--- config.mk ---
export PLATFORM = sky130hd
export DESIGN_NAME = bootram_arbiter
export DESIGN_NICKNAME = d
export VERILOG_FILES = /design/src/rtl/bootram_pkg.sv /design/src/rtl/bootram_rr_arb.sv /design/src/rtl/bootram_arbiter.sv
export SDC_FILE = /design/constraint.sdc
export NUM_CORES = 1
export LEC_CHECK = 0
export CAP_MARGIN = 40
export CORE_ASPECT_RATIO = 1.2
export CORE_MARGIN = 5
export CORE_UTILIZATION = 33
export DETAILED_ROUTE_END_ITERATION = 16
export HOLD_SLACK_MARGIN = 0.06
export PLACE_DENSITY = 0.88
export REMOVE_ABC_BUFFERS = 1
export SYNTH_ARGS = -nofsm -noshare
export SYNTH_HDL_FRONTEND = slang
export SYNTH_SLANG_ARGS = --single-unit
--- constraint.sdc ---
create_clock -name clk -period 2.2 [get_ports clk]
set_clock_uncertainty 0.15 [all_clocks]
set_input_delay 0.44 -clock clk [delete_from_list [all_inputs] [get_ports clk]]
set_output_delay 0.44 -clock clk [all_outputs]
set_load 0.01 [all_outputs]
--- src/rtl/bootram_pkg.sv ---
// Shared types and constants for the boot RAM arbiter: FSM states, grant encoding,
// the fixed lane count and the all-zero strobe pattern that marks a read.
package bootram_pkg;

    typedef enum logic [1:0] {
        ST_IDLE,
        ST_ISSUE,
        ST_ACK
    } state_e;

    typedef enum logic {
        GNT_CPU,
        GNT_LDR
    } grant_e;

    localparam int        LANES   = 4;
    localparam logic [3:0] RD_STRB = 4'b0000;

endpackage

--- src/rtl/bootram_rr_arb.sv ---
// Two-requester round-robin arbiter for the boot RAM (bit 0 = CPU, bit 1 = loader).
// The pointer holds the port that wins the next contended cycle and moves only on a grant.
module bootram_rr_arb
    import bootram_pkg::*;
(
    input  logic       clk_i,
    input  logic       reset_i,
    input  logic [1:0] req_i,
    input  logic       ena_i,
    output grant_e     gnt_o
);

    grant_e ptr_q;
    grant_e ptr_d;

    // A lone requester wins outright; the pointer only breaks ties.
    always_comb begin
        gnt_o = ptr_q;
        if (req_i == 2'b01) begin
            gnt_o = GNT_CPU;
        end else if (req_i == 2'b10) begin
            gnt_o = GNT_LDR;
        end
    end

    always_comb begin
        ptr_d = ptr_q;
        if (ena_i && (req_i != 2'b00)) begin
            ptr_d = (gnt_o == GNT_CPU) ? GNT_LDR : GNT_CPU;
        end
    end

    always_ff @(posedge clk_i or posedge reset_i) begin
        if (reset_i) begin
            ptr_q <= GNT_CPU;
        end else begin
            ptr_q <= ptr_d;
        end
    end

endmodule

--- src/rtl/bootram_arbiter.sv ---
// Boot RAM arbiter: shares four 2Kx8 byte-lane RAMs between the CPU and loader ports,
// one access per IDLE/ISSUE/ACK pass. Optional write protection with `BOOTRAM_WP_EN.
module bootram_arbiter #(
    parameter int AW    = 11,
    parameter int LANES = bootram_pkg::LANES
) (
    input  logic          clk,
    input  logic          reset,
    input  logic          cpu_valid,
    input  logic [AW-1:0] cpu_addr,
    input  logic [3:0]    cpu_wstrb,
    input  logic [31:0]   cpu_wdata,
    output logic          cpu_ready,
    output logic [31:0]   cpu_rdata,
    input  logic          ldr_valid,
    input  logic [AW-1:0] ldr_addr,
    input  logic [3:0]    ldr_wstrb,
    input  logic [31:0]   ldr_wdata,
    output logic          ldr_ready,
    output logic [31:0]   ldr_rdata,
`ifdef BOOTRAM_WP_EN
    input  logic          wp_lock,
    output logic          wp_err,
`endif
    output logic          ram_ce,
    output logic          ram_oce,
    output logic [3:0]    ram_wre,
    output logic [AW-1:0] ram_ad,
    output logic [31:0]   ram_din,
    input  logic [31:0]   ram_dout
);

    import bootram_pkg::*;

    if (LANES != 4) begin : g_lanes_chk
        $error("bootram_arbiter: LANES must be 4");
    end

    state_e        state_q, state_d;
    grant_e        gnt_q, gnt_d;
    grant_e        arb_gnt;
    logic          rd_q, rd_d;
    logic          ce_q, ce_d;
    logic [3:0]    wre_q, wre_d;
    logic [AW-1:0] ad_q, ad_d;
    logic [31:0]   din_q, din_d;
    logic          cpu_ready_q, cpu_ready_d;
    logic          ldr_ready_q, ldr_ready_d;
`ifdef BOOTRAM_WP_EN
    logic          wp_err_q, wp_err_d;
`endif

    logic [AW-1:0] sel_addr;
    logic [3:0]    sel_strb;
    logic [31:0]   sel_data;

    bootram_rr_arb u_rr_arb (
        .clk_i   (clk),
        .reset_i (reset),
        .req_i   ({ldr_valid, cpu_valid}),
        .ena_i   (state_q == ST_IDLE),
        .gnt_o   (arb_gnt)
    );

    assign sel_addr = (arb_gnt == GNT_LDR) ? ldr_addr  : cpu_addr;
    assign sel_strb = (arb_gnt == GNT_LDR) ? ldr_wstrb : cpu_wstrb;
    assign sel_data = (arb_gnt == GNT_LDR) ? ldr_wdata : cpu_wdata;

    // Lane controls are computed one state ahead so every RAM-side output leaves a flop.
    always_comb begin
        state_d     = state_q;
        gnt_d       = gnt_q;
        rd_d        = rd_q;
        ad_d        = ad_q;
        din_d       = din_q;
        ce_d        = 1'b0;
        wre_d       = RD_STRB;
        cpu_ready_d = 1'b0;
        ldr_ready_d = 1'b0;
`ifdef BOOTRAM_WP_EN
        wp_err_d    = wp_err_q;
`endif
        case (state_q)
            ST_IDLE: begin
                if (cpu_valid || ldr_valid) begin
                    state_d = ST_ISSUE;
                    gnt_d   = arb_gnt;
                    rd_d    = (sel_strb == RD_STRB);
                    ad_d    = sel_addr;
                    din_d   = sel_data;
                    ce_d    = 1'b1;
                    wre_d   = sel_strb;
`ifdef BOOTRAM_WP_EN
                    if ((arb_gnt == GNT_CPU) && wp_lock && (sel_strb != RD_STRB)) begin
                        wre_d    = RD_STRB;
                        wp_err_d = 1'b1;
                    end
`endif
                end
            end
            ST_ISSUE: begin
                state_d     = ST_ACK;
                cpu_ready_d = (gnt_q == GNT_CPU);
                ldr_ready_d = (gnt_q == GNT_LDR);
            end
            ST_ACK: begin
                state_d = ST_IDLE;
            end
            default: begin
                state_d = ST_IDLE;
            end
        endcase
    end

    always_ff @(posedge clk or posedge reset) begin
        if (reset) begin
            state_q     <= ST_IDLE;
            gnt_q       <= GNT_CPU;
            rd_q        <= 1'b0;
            ce_q        <= 1'b0;
            wre_q       <= RD_STRB;
            ad_q        <= '0;
            din_q       <= '0;
            cpu_ready_q <= 1'b0;
            ldr_ready_q <= 1'b0;
`ifdef BOOTRAM_WP_EN
            wp_err_q    <= 1'b0;
`endif
        end else begin
            state_q     <= state_d;
            gnt_q       <= gnt_d;
            rd_q        <= rd_d;
            ce_q        <= ce_d;
            wre_q       <= wre_d;
            ad_q        <= ad_d;
            din_q       <= din_d;
            cpu_ready_q <= cpu_ready_d;
            ldr_ready_q <= ldr_ready_d;
`ifdef BOOTRAM_WP_EN
            wp_err_q    <= wp_err_d;
`endif
        end
    end

    assign ram_ce    = ce_q;
    assign ram_oce   = ce_q;
    assign ram_wre   = wre_q;
    assign ram_ad    = ad_q;
    assign ram_din   = din_q;
    assign cpu_ready = cpu_ready_q;
    assign ldr_ready = ldr_ready_q;

    // Bypass-mode RAM data is valid during ACK, which is exactly when ready is high.
    assign cpu_rdata = (cpu_ready_q && rd_q) ? ram_dout : 32'h0;
    assign ldr_rdata = (ldr_ready_q && rd_q) ? ram_dout : 32'h0;

`ifdef BOOTRAM_WP_EN
    assign wp_err = wp_err_q;
`endif

endmodule

==> impl_metrics.tcl, run 1 <==
set metrics [dict create \
    tritoncts_clock_tree "yes" \
    finalSetupTns_ps 0 \
    initialDrtViolationCount 81 \
    yosys.area_share.adder 0 \
    vias 3161 \
    number_of_clock_sinks 55 \
    synth_area_um2 2940 \
    slew_headroom 0.740 \
    postSynthCellCount 308 \
    cts.repair_timing.setup_buffer_count 0 \
    num_rows 37 \
    worstSetupEndpointType "output pin" \
    setup.reg_to_reg.worst_slack_ps 360 \
    startpoint_type "register" \
    post_drt_via_cell_ratio 4.73 \
    worst_r2r_endpoint "ram_din[27]" \
    top_level_ports 245 \
    synth_top_family_by_area "simple AND/OR/NAND/NOR gates" \
    die_outline_area_um2 10900 \
    report.power.total_mw 5.53 \
    cts_max_level 2 \
    hold-path-endpoint "state_q[1]" \
    worst_path_largest_cell_delay_ps 470 \
    final.setup.worst_slack_ps 184 \
    cp_num_buf_inv 2 \
    cp.required_ps 1610 \
    list_of_cells_traversed_by_the_critical_path "buf_16 -> and3_1 -> dlygate4sd2_1" \
    die_w_um 96.2 \
    die-height_um 113 \
    fin_crit_ps 2020 \
    yosys.area_share.simple 0.220 \
    outcome "completed" \
    rsz0062_at_grt "false" \
    drv.max_cap_violation_count 0 \
    critPathLaunch "rd_q" \
    avgRoutedWirePerCell_um 17.1 \
    n_antenna_cell 0 \
    clk_root_buffer_cell "sky130_fd_sc_hd__clkbuf_8" \
    fp.coreArea_um2 8660 \
    worst_slew_pin_slew_ps 390 \
    flops_latches_synth 55 \
    xor_xnor_fraction_of_synth_area 0 \
    timing.setup.critical_path_class "register to output pin" \
    hold_path_startpoint "state_q[1]" \
    vdd.ir_drop.worst_v 0.000670 \
    power-per-cell-area_nw_per_um2 976 \
    number_of_unique_standard_cell_types_used_by_synthesis 23 \
    numPortBuffers 244 \
    drive_gt1_frac 0.0635 \
    place_congestion 0.783 \
    cts_buffers 5 \
    nets 680 \
    synth_mux_area_frac 0.153 \
    number_of_global_route_vias_before_repair 3270 \
    wire_length_of_the_first_global_routing_pass_um 16800 \
    clkLatencyLatePin_ps 290 \
    route.final.wire_length_um 11400 \
    timing_max_transition_violations_final 0 \
    worstRegToRegCells 6 \
    initial_utilization 0.340 \
    fin_hold_viols 0 \
    first_pass_iters 4 \
    worst-endpoint-arrival_ps 1430 \
    clk_pin_slew_worst_paths_ps 110 \
    placement.setup.worst_slack_ps -81.1 \
    yosysWarnings 0 \
    grt_max_degree 66 \
    min-delay-path-class "register to register" \
    global_route.overflow_total 0 \
    syn_to_final_growth_pct 92.6 \
    synth.avg_cell_area_um2 9.55 \
    hpwlAfterDp_um 9630 \
    synth-seq-area-share 0.468 \
    max-clock-path-buffers 2 \
    drc 0 \
    whs_path_depth 1 \
    final_min_period_over_clock_period 0.917 \
    cp_top_family "flip-flops" \
    worstPathMaxFanout 32 \
    critical_path.reg2reg.startpoint "u_rr_arb.ptr_q" \
    track_usage 0.202 \
    synth-compound-area-share 0.0987 \
    library_cell_contributing_the_largest_single_delay_on_the_critical_path "sky130_fd_sc_hd__dfrtp_2" \
    grt_antenna_before_repair 3 \
    power.static_leakage_nw 3.01 \
    fmax_mhz 496 \
    drtAntennaViolNets 0 \
    final-setup-viol-count 0 \
]
[layout by cell type, fill, tap and decap left out, drive strengths merged, types with 3 or more instances in the layout]
cell,n
clkdlybuf4s50,180
and3,66
dlygate4sd2,64
dfrtp,55
nand2,46
mux2i,45
o21ai,44
buf,20
inv,6
clkbuf,5
nor2,3
nor2b,3
[how the worst max path moves through the flow]
stage / endpoint / depth (start not counted)
floorplan: u_rr_arb.ptr_q / 3
global placement: ram_din[27] / 7
detailed placement: ram_din[27] / 7
CTS: ldr_rdata[9] / 3
global route: ldr_rdata[9] / 3
finish: cpu_rdata[0] / 3
[where the power goes]
part	internal, mW	switching [mW]	leakage, nW	total [mW]
clock network	0.343	0.339	0.0548	0.682
logic	1.65	1.45	2.27	3.10
registers	1.49	0.256	0.680	1.75
[state kept, by name, summed over array words and instances (netlist names)]
signal / flops
cpu_ready: 1
gnt_q: 1
ldr_ready: 1
ram_ad: 11
ram_ce: 1
ram_din: 32
ram_wre: 4
rd_q: 1
state_q: 2
u_rr_arb.ptr_q: 1
[cells by family (layout without fill, tap and decap cells)]
logic type             count (synthesis)  count (layout)
AO/OA/AOI/OAI                         52              52
buffers and inverters                 34             277
flip-flops                            55              55
multiplexers                          45              45
AND/OR/NAND/NOR                      122             122
[stage by stage]
stage | hold slack, ps | std cells | util | instance area, um2
final | 309 | 668 | 0.655 | 5670
after global routing | 329 | 668 | 0.655 | 5670
after CTS | 311 | 668 | 0.655 | 5670
after detailed placement | 293 | 659 | 0.647 | 5600
after global placement | 279 | 659 | 0.647 | 5600
after floorplan | 266 | 279 | - | 2780
[cell usage after synthesis]
| library cell | count | area [um2] |
|---|---|---|
| sky130_fd_sc_hd__buf_2 | 6 | 30.0 |
| sky130_fd_sc_hd__nand2_1 | 46 | 173 |
| sky130_fd_sc_hd__a21o_1 | 1 | 7.51 |
| sky130_fd_sc_hd__a211o_1 | 2 | 17.5 |
| sky130_fd_sc_hd__nor2_1 | 3 | 11.3 |
| sky130_fd_sc_hd__nor2b_2 | 1 | 8.76 |
| sky130_fd_sc_hd__and2_1 | 1 | 6.26 |
| sky130_fd_sc_hd__dfrtp_1 | 55 | 1380 |
| sky130_fd_sc_hd__nor2b_1 | 2 | 12.5 |
| sky130_fd_sc_hd__o21a_1 | 1 | 7.51 |
| sky130_fd_sc_hd__a31oi_1 | 2 | 12.5 |
| sky130_fd_sc_hd__mux2i_1 | 45 | 450 |
| sky130_fd_sc_hd__buf_4 | 1 | 7.51 |
| sky130_fd_sc_hd__a32o_1 | 1 | 10.0 |
| sky130_fd_sc_hd__buf_6 | 5 | 56.3 |
| sky130_fd_sc_hd__a221oi_2 | 1 | 15.0 |
| sky130_fd_sc_hd__clkbuf_1 | 17 | 63.8 |
| sky130_fd_sc_hd__nand2b_2 | 1 | 8.76 |
| sky130_fd_sc_hd__o21ai_1 | 39 | 195 |
| sky130_fd_sc_hd__nor3b_1 | 2 | 15.0 |
| sky130_fd_sc_hd__and3_1 | 66 | 413 |
| sky130_fd_sc_hd__o21ai_0 | 5 | 25.0 |
| sky130_fd_sc_hd__inv_1 | 5 | 18.8 |
[per-layer routing]
layer  up-vias  share of wire  GRT usage
li1       1553              -          -
met5         -         0.0040          0
met1      1411           0.34      0.204
met3        22           0.13     0.0930
met2       169           0.50      0.365
met4         6          0.021     0.0550
[repair_timing]
| action | in CTS | in global routing |
|---|---|---|
| resized for setup | 66 | 0 |
| hold buffers | 0 | 0 |
| hold endpoints to repair | 0 | 0 |
| endpoints found under the setup margin | 64 | 0 |
[layout make-up]
| cell class | instances | area, um2 |
|---|---|---|
| clock inverter | 3 | 46.3 |
| inverter | 5 | 18.8 |
| fill | 740 | 2990 |
| multi-input combinational | 219 | 1400 |
| sequential | 55 | 1380 |
| clock buffer | 5 | 68.8 |
| timing repair buffer | 264 | 2610 |
| tap | 117 | 146 |
Power figures use the tool's default switching activity.
==> run 2, diff against run 1 <==
clock period = 1.9 ns   (was 2.2 ns; I/O delays follow)
==> run 2 against run 1 <==
Net effect:
- first-iteration DRC count is 3.7% higher
- largest power group unchanged
- combinational power is 17% higher
- wire length is 5.1% higher
- register-to-register slack worse by 230 ps
- critical endpoint is now ram_din[3]
- global-route usage is 1.3 points higher
- die area stayed put
- critical path depth is 2 lower
- cell area is 1.7% lower
- highest routed layer unchanged
==> impl_metrics.tcl, run 2 (same netlist as run 1, synthesis figures left out) <==
set metrics [dict create \
    critical_path.reg2reg.startpoint "u_rr_arb.ptr_q" \
    worst-endpoint-arrival_ps 1280 \
    post-route-cell-area_um2 5570 \
    nets 685 \
    fin_hold_viols 0 \
    rsz0062_at_grt "false" \
    place_congestion 0.773 \
    fmax_mhz 553 \
    dr_wl_met3_um 1730 \
    holdBufCountCts 0 \
    top_level_ports 245 \
    die_w_um 96.2 \
    grt_antenna_before_repair 3 \
    vias 3246 \
    startpoint_type "register" \
    die_outline_area_um2 10900 \
    cp_num_buf_inv 1 \
    drv.max_cap_violation_count 0 \
    grt_max_degree 68 \
    first_pass_iters 4 \
    worstPathMaxFanout 2 \
    switching_share 0.379 \
    cp.required_ps 1370 \
    drive_gt1_frac 0.207 \
    finalSetupTns_ps 0 \
    total_net_switching_power_mw 2.40 \
    power.static_leakage_nw 2.85 \
    cp_top_family "buffers and inverters" \
    route.met2.wl_um 5960 \
    library_cell_contributing_the_largest_single_delay_on_the_critical_path "sky130_fd_sc_hd__clkdlybuf4s50_1" \
    min-delay-path-class "input pin to asynchronous set/reset pin" \
    number_of_clock_sinks 55 \
    final-setup-viol-count 0 \
    wire_length_of_the_first_global_routing_pass_um 17800 \
    vdd.ir_drop.worst_v 0.000683 \
    worstSetupEndpointType "output pin" \
    slew_headroom 0.780 \
    timing.setup.critical_path_class "register to output pin" \
    final_util 0.643 \
    cts_buffers 5 \
    share_clk_of_total_power 0.103 \
    worst_slew_pin_slew_ps 320 \
    drtAntennaViolNets 0 \
    cts_max_level 2 \
    setup.reg_to_reg.worst_slack_ps 130 \
    number_of_flip_flops_under_the_largest_register_name 32 \
    fp.coreArea_um2 8660 \
    route.top_layer_used "met5" \
    worst_r2r_endpoint "ram_din[21]" \
    hpwlAfterDp_um 9690 \
    syn_to_final_growth_pct 89.3 \
    final_min_period_over_clock_period 0.952 \
    worst_path_largest_cell_delay_ps 610 \
    list_of_cells_traversed_by_the_critical_path "clkdlybuf4s50_1" \
    instances_no_fill 675 \
    fin_worst_hold_slack_ps 279 \
    power.share.sequential 0.322 \
    global_route.overflow_total 0 \
    num_rows 37 \
    tritoncts_clock_tree "yes" \
    clkLatencyLatePin_ps 300 \
    route.final.wire_length_um 12000 \
    layout.cells.most_common_list "sky130_fd_sc_hd__clkdlybuf4s50_1 (177), sky130_fd_sc_hd__and3_1 (54), sky130_fd_sc_hd__dfrtp_1 (54), sky130_fd_sc_hd__buf_2 (54), sky130_fd_sc_hd__nand2_1 (46)" \
    avgRoutedWirePerCell_um 17.8 \
    crit_path_end "ram_din[3]" \
    outcome "completed" \
    post_drt_via_cell_ratio 4.81 \
    power-per-cell-area_nw_per_um2 1130 \
    number_of_global_route_vias_before_repair 3463 \
    timing.critical_path.depth 1 \
    critPathLaunch "ram_din[3]" \
    clk_root_buffer_cell "sky130_fd_sc_hd__clkbuf_8" \
    drt-met1-wl_um 4020 \
    numPortBuffers 244 \
    worstRegToRegCells 6 \
    track_usage 0.215 \
    intPower_mw 3.92 \
    max-clock-path-buffers 2 \
    clk_pin_slew_worst_paths_ps 100 \
    initial_utilization 0.340 \
    final_common_cell "sky130_fd_sc_hd__clkdlybuf4s50_1" \
    placement.cell_area_um2 5660 \
    timing_max_transition_violations_final 0 \
    fin_crit_ps 1810 \
    initialDrtViolationCount 84 \
    power_frac_comb 0.576 \
    drc 0 \
    die-height_um 113 \
    dp_cells 663 \
]
run 2: changes by cell type in the layout (fill, tap and decap cells not counted), sizes merged:
cell / delta
buf: +69
bufinv: -1
clkbuf: +1
clkdlybuf4s50: -3
clkinv: +1
diode: +2
dlygate4sd2: -62
dlymetal6s2s: +1
inv: -1
run 2: per-stage QoR:
stage / total power, mW / worst slack [ps]
2_1_floorplan: 3.41 / -4380
3_3_place_gp: 5.58 / -230
3_5_place_dp: 5.73 / -299
4_1_cts: 6.49 / 7.21
5_1_grt: 6.79 / 14.8
6_report: 6.32 / 92.1
run 2: worst min path at each step:
stage                 endpoint  slack, ps  cells past startpoint
finish               ram_ad[0]        280                      3
global route         ram_ad[9]        300                      3
CTS                  ram_ad[0]        280                      3
detailed placement  state_q[1]        300                      1
global placement     cpu_ready        280                      1
floorplan            cpu_ready        270                      1
run 2: what timing repair did:
item | 4_1_cts | 5_1_grt
gates cloned | 2 | 0
buffers inserted | 4 | 0
setup endpoints to repair | 66 | 66
gates resized for setup | 276 | 16
run 2: cell type report:
type,count,area [um2]
fill,726,3090
clock inverter,2,12.5
antenna,2,5.00
timing repair buffer,269,2470
clock buffer,6,72.6
multi-input combinational,219,1460
inverter,5,18.8
sequential,55,1380
tap,117,146
run 2: routing by layer:
layer / up-vias / track usage
li1: 1567 / -
met5: - / 0
met2: 188 / 0.382
met3: 24 / 0.103
met4: 2 / 0.0712
met1: 1465 / 0.216
run 2: power groups by stage:
stage	combinational (mW)	clock, mW	sequential (mW)
6_report	3.63	0.649	2.03
5_1_grt	3.95	0.732	2.10
4_1_cts	3.77	0.686	2.03
3_5_place_dp	3.68	0	2.05
3_3_place_gp	3.57	0	2.02
2_1_floorplan	1.09	0	2.32
==> run 3, diff against run 2 <==
CORE_UTILIZATION = 29   (was 33)
PLACE_DENSITY = 0.82   (was 0.88)
clock period = 1.6 ns   (was 1.9 ns; I/O delays follow)
==> run 3 against run 2 <==
Net effect:
- the flow now finishes with violations (negative setup slack)
- highest routed layer is now met4
- sequential share of layout area is 2.1 points lower
- global-route usage decreased by 3.0 points
- combinational power increased by 25%
- first-iteration DRC count increased by 6.0%
- setup slack worse by 300 ps
- register-to-register slack worse by 150 ps
- via count rose by 3.1%
- critical path depth is 3 higher
- non-clock buffer count grew 5
- largest power group unchanged
- critical endpoint is now ldr_rdata[5]
==> impl_metrics.tcl, run 3 (same netlist as run 1, synthesis figures left out) <==
set metrics [dict create \
    fin_hold_viols 0 \
    min-delay-path-class "input pin to asynchronous set/reset pin" \
    fmax_mhz 554 \
    layout.cells.most_common_list "sky130_fd_sc_hd__clkdlybuf4s50_1 (127), sky130_fd_sc_hd__dfrtp_1 (52), sky130_fd_sc_hd__dlygate4sd2_1 (51)" \
    syn_to_final_growth_pct 107 \
    fin_crit_ps 1800 \
    die_outline_area_um2 12300 \
    worstSetupEndpointType "output pin" \
    drtAntennaViolNets 0 \
    numPortBuffers 244 \
    nets 690 \
    rsz0062_at_grt "true" \
    drc 0 \
    max-clock-path-buffers 2 \
    worstRegToRegCells 5 \
    final_min_period_over_clock_period 1.13 \
    report.power.total_mw 8.25 \
    clk_root_buffer_cell "sky130_fd_sc_hd__clkbuf_16" \
    cts_buffers 5 \
    tritoncts_clock_tree "yes" \
    final_common_cell "sky130_fd_sc_hd__clkdlybuf4s50_1" \
    fin_worst_hold_slack_ps 238 \
    track_usage 0.185 \
    global_route.overflow_total 0 \
    fp.coreArea_um2 9960 \
    initial_utilization 0.295 \
    place_congestion 0.761 \
    crit_path_end "ldr_rdata[5]" \
    clk_pin_slew_worst_paths_ps 80 \
    holdBufCountCts 0 \
    worst_slew_pin_slew_ps 300 \
    number_of_clock_sinks 55 \
    vdd.ir_drop.worst_v 0.000705 \
    clkLatencyLatePin_ps 290 \
    number_of_flip_flops_under_the_largest_register_name 32 \
    fill_cells 805 \
    grt_max_degree 56 \
    total_net_switching_power_mw 3.07 \
    die-height_um 120 \
    critPathLaunch "rd_q" \
    drv.max_cap_violation_count 0 \
    grt_antenna_before_repair 0 \
    power-per-cell-area_nw_per_um2 1350 \
    n_antenna_cell 0 \
    drive_gt1_frac 0.264 \
    worst-endpoint-arrival_ps 1330 \
    final.setup.worst_slack_ps -204 \
    wire_length_of_the_first_global_routing_pass_um 17600 \
    power.static_leakage_nw 3.08 \
    cp.required_ps 1130 \
    initialDrtViolationCount 89 \
    first_pass_iters 4 \
    cts_max_level 2 \
    violations "negative setup slack" \
    avgRoutedWirePerCell_um 18.0 \
    worstPathMaxFanout 5 \
    vias 3346 \
    die_w_um 102 \
    post-route-cell-area_um2 6100 \
    critical_path.reg2reg.startpoint "u_rr_arb.ptr_q" \
    startpoint_type "register" \
    worst_r2r_endpoint "rd_q" \
    switching_share 0.372 \
    slew_headroom 0.800 \
    top_level_ports 245 \
    route.final.wire_length_um 12400 \
    final-setup-viol-count 65 \
    timing.setup.critical_path_class "register to output pin" \
    share_clk_of_total_power 0.152 \
    power_frac_comb 0.552 \
    timing_max_transition_violations_final 0 \
    num_rows 40 \
    hpwlAfterDp_um 8970 \
    post_drt_via_cell_ratio 4.87 \
    power.share.sequential 0.296 \
    placement.cell_area_um2 5580 \
    outcome "complete, but fails checks" \
    number_of_global_route_vias_before_repair 3465 \
    setup.reg_to_reg.worst_slack_ps -20 \
    intPower_mw 5.18 \
]
[run 3: cell type report]
type,instances,area (um2),area share
Sequential cell,55,1380,0.226
Inverter,5,18.8,0.00308
Clock inverter,3,46.3,0.00759
Multi-Input combinational cell,219,1590,0.260
Clock buffer,5,125,0.0205
Tap cell,126,158,0.0258
Timing Repair Buffer,274,2790,0.456
[run 3: per-stage QoR]
stage | util | instances | TNS (ps) | setup WS, ps
floorplan | - | 279 | -234700 | -4620
global placement | 0.560 | 662 | -40140 | -408
detailed placement | 0.560 | 662 | -43790 | -486
CTS | 0.584 | 684 | -11180 | -215
global route | 0.613 | 687 | -11630 | -247
finish | 0.613 | 687 | -9000 | -204
[run 3: power by group through the flow]
stage	logic, mW	clock network (mW)	registers, mW
after floorplan	1.22	0	2.72
after global placement	4.12	0	2.42
after detailed placement	4.21	0	2.46
after CTS	4.37	1.29	2.42
after global routing	4.93	1.34	2.53
final	4.55	1.26	2.44
[run 3: what timing repair did]
action,in CTS,in global routing
gates cloned,7,4
gates resized for setup,352,46
buffers inserted,7,0
setup endpoints to repair,161,74
pin swaps,9,5
[run 3: worst min path at each step]
stage | to | startpoint | slack, ps
CTS | ram_din[27] | reset | 250
global route | ram_din[27] | reset | 270
finish | ram_din[27] | reset | 240
detailed placement | cpu_ready | gnt_q | 280
global placement | cpu_ready | gnt_q | 280
floorplan | cpu_ready | gnt_q | 270
[run 3: worst max-delay path, stage by stage, from the launching register on]
cell	delay [ps]
sky130_fd_sc_hd__dfrtp_2	460
sky130_fd_sc_hd__buf_12	170
sky130_fd_sc_hd__buf_16	130
sky130_fd_sc_hd__and3_4	160
sky130_fd_sc_hd__buf_6	120
[run 3: metal layers]
metal | up-vias | GRT usage | share of wire
met5 | - | 0 | 0
met4 | 0 | 0.0738 | 0.031
met3 | 27 | 0.0710 | 0.12
met2 | 195 | 0.338 | 0.52
met1 | 1538 | 0.185 | 0.33
li1 | 1586 | - | -
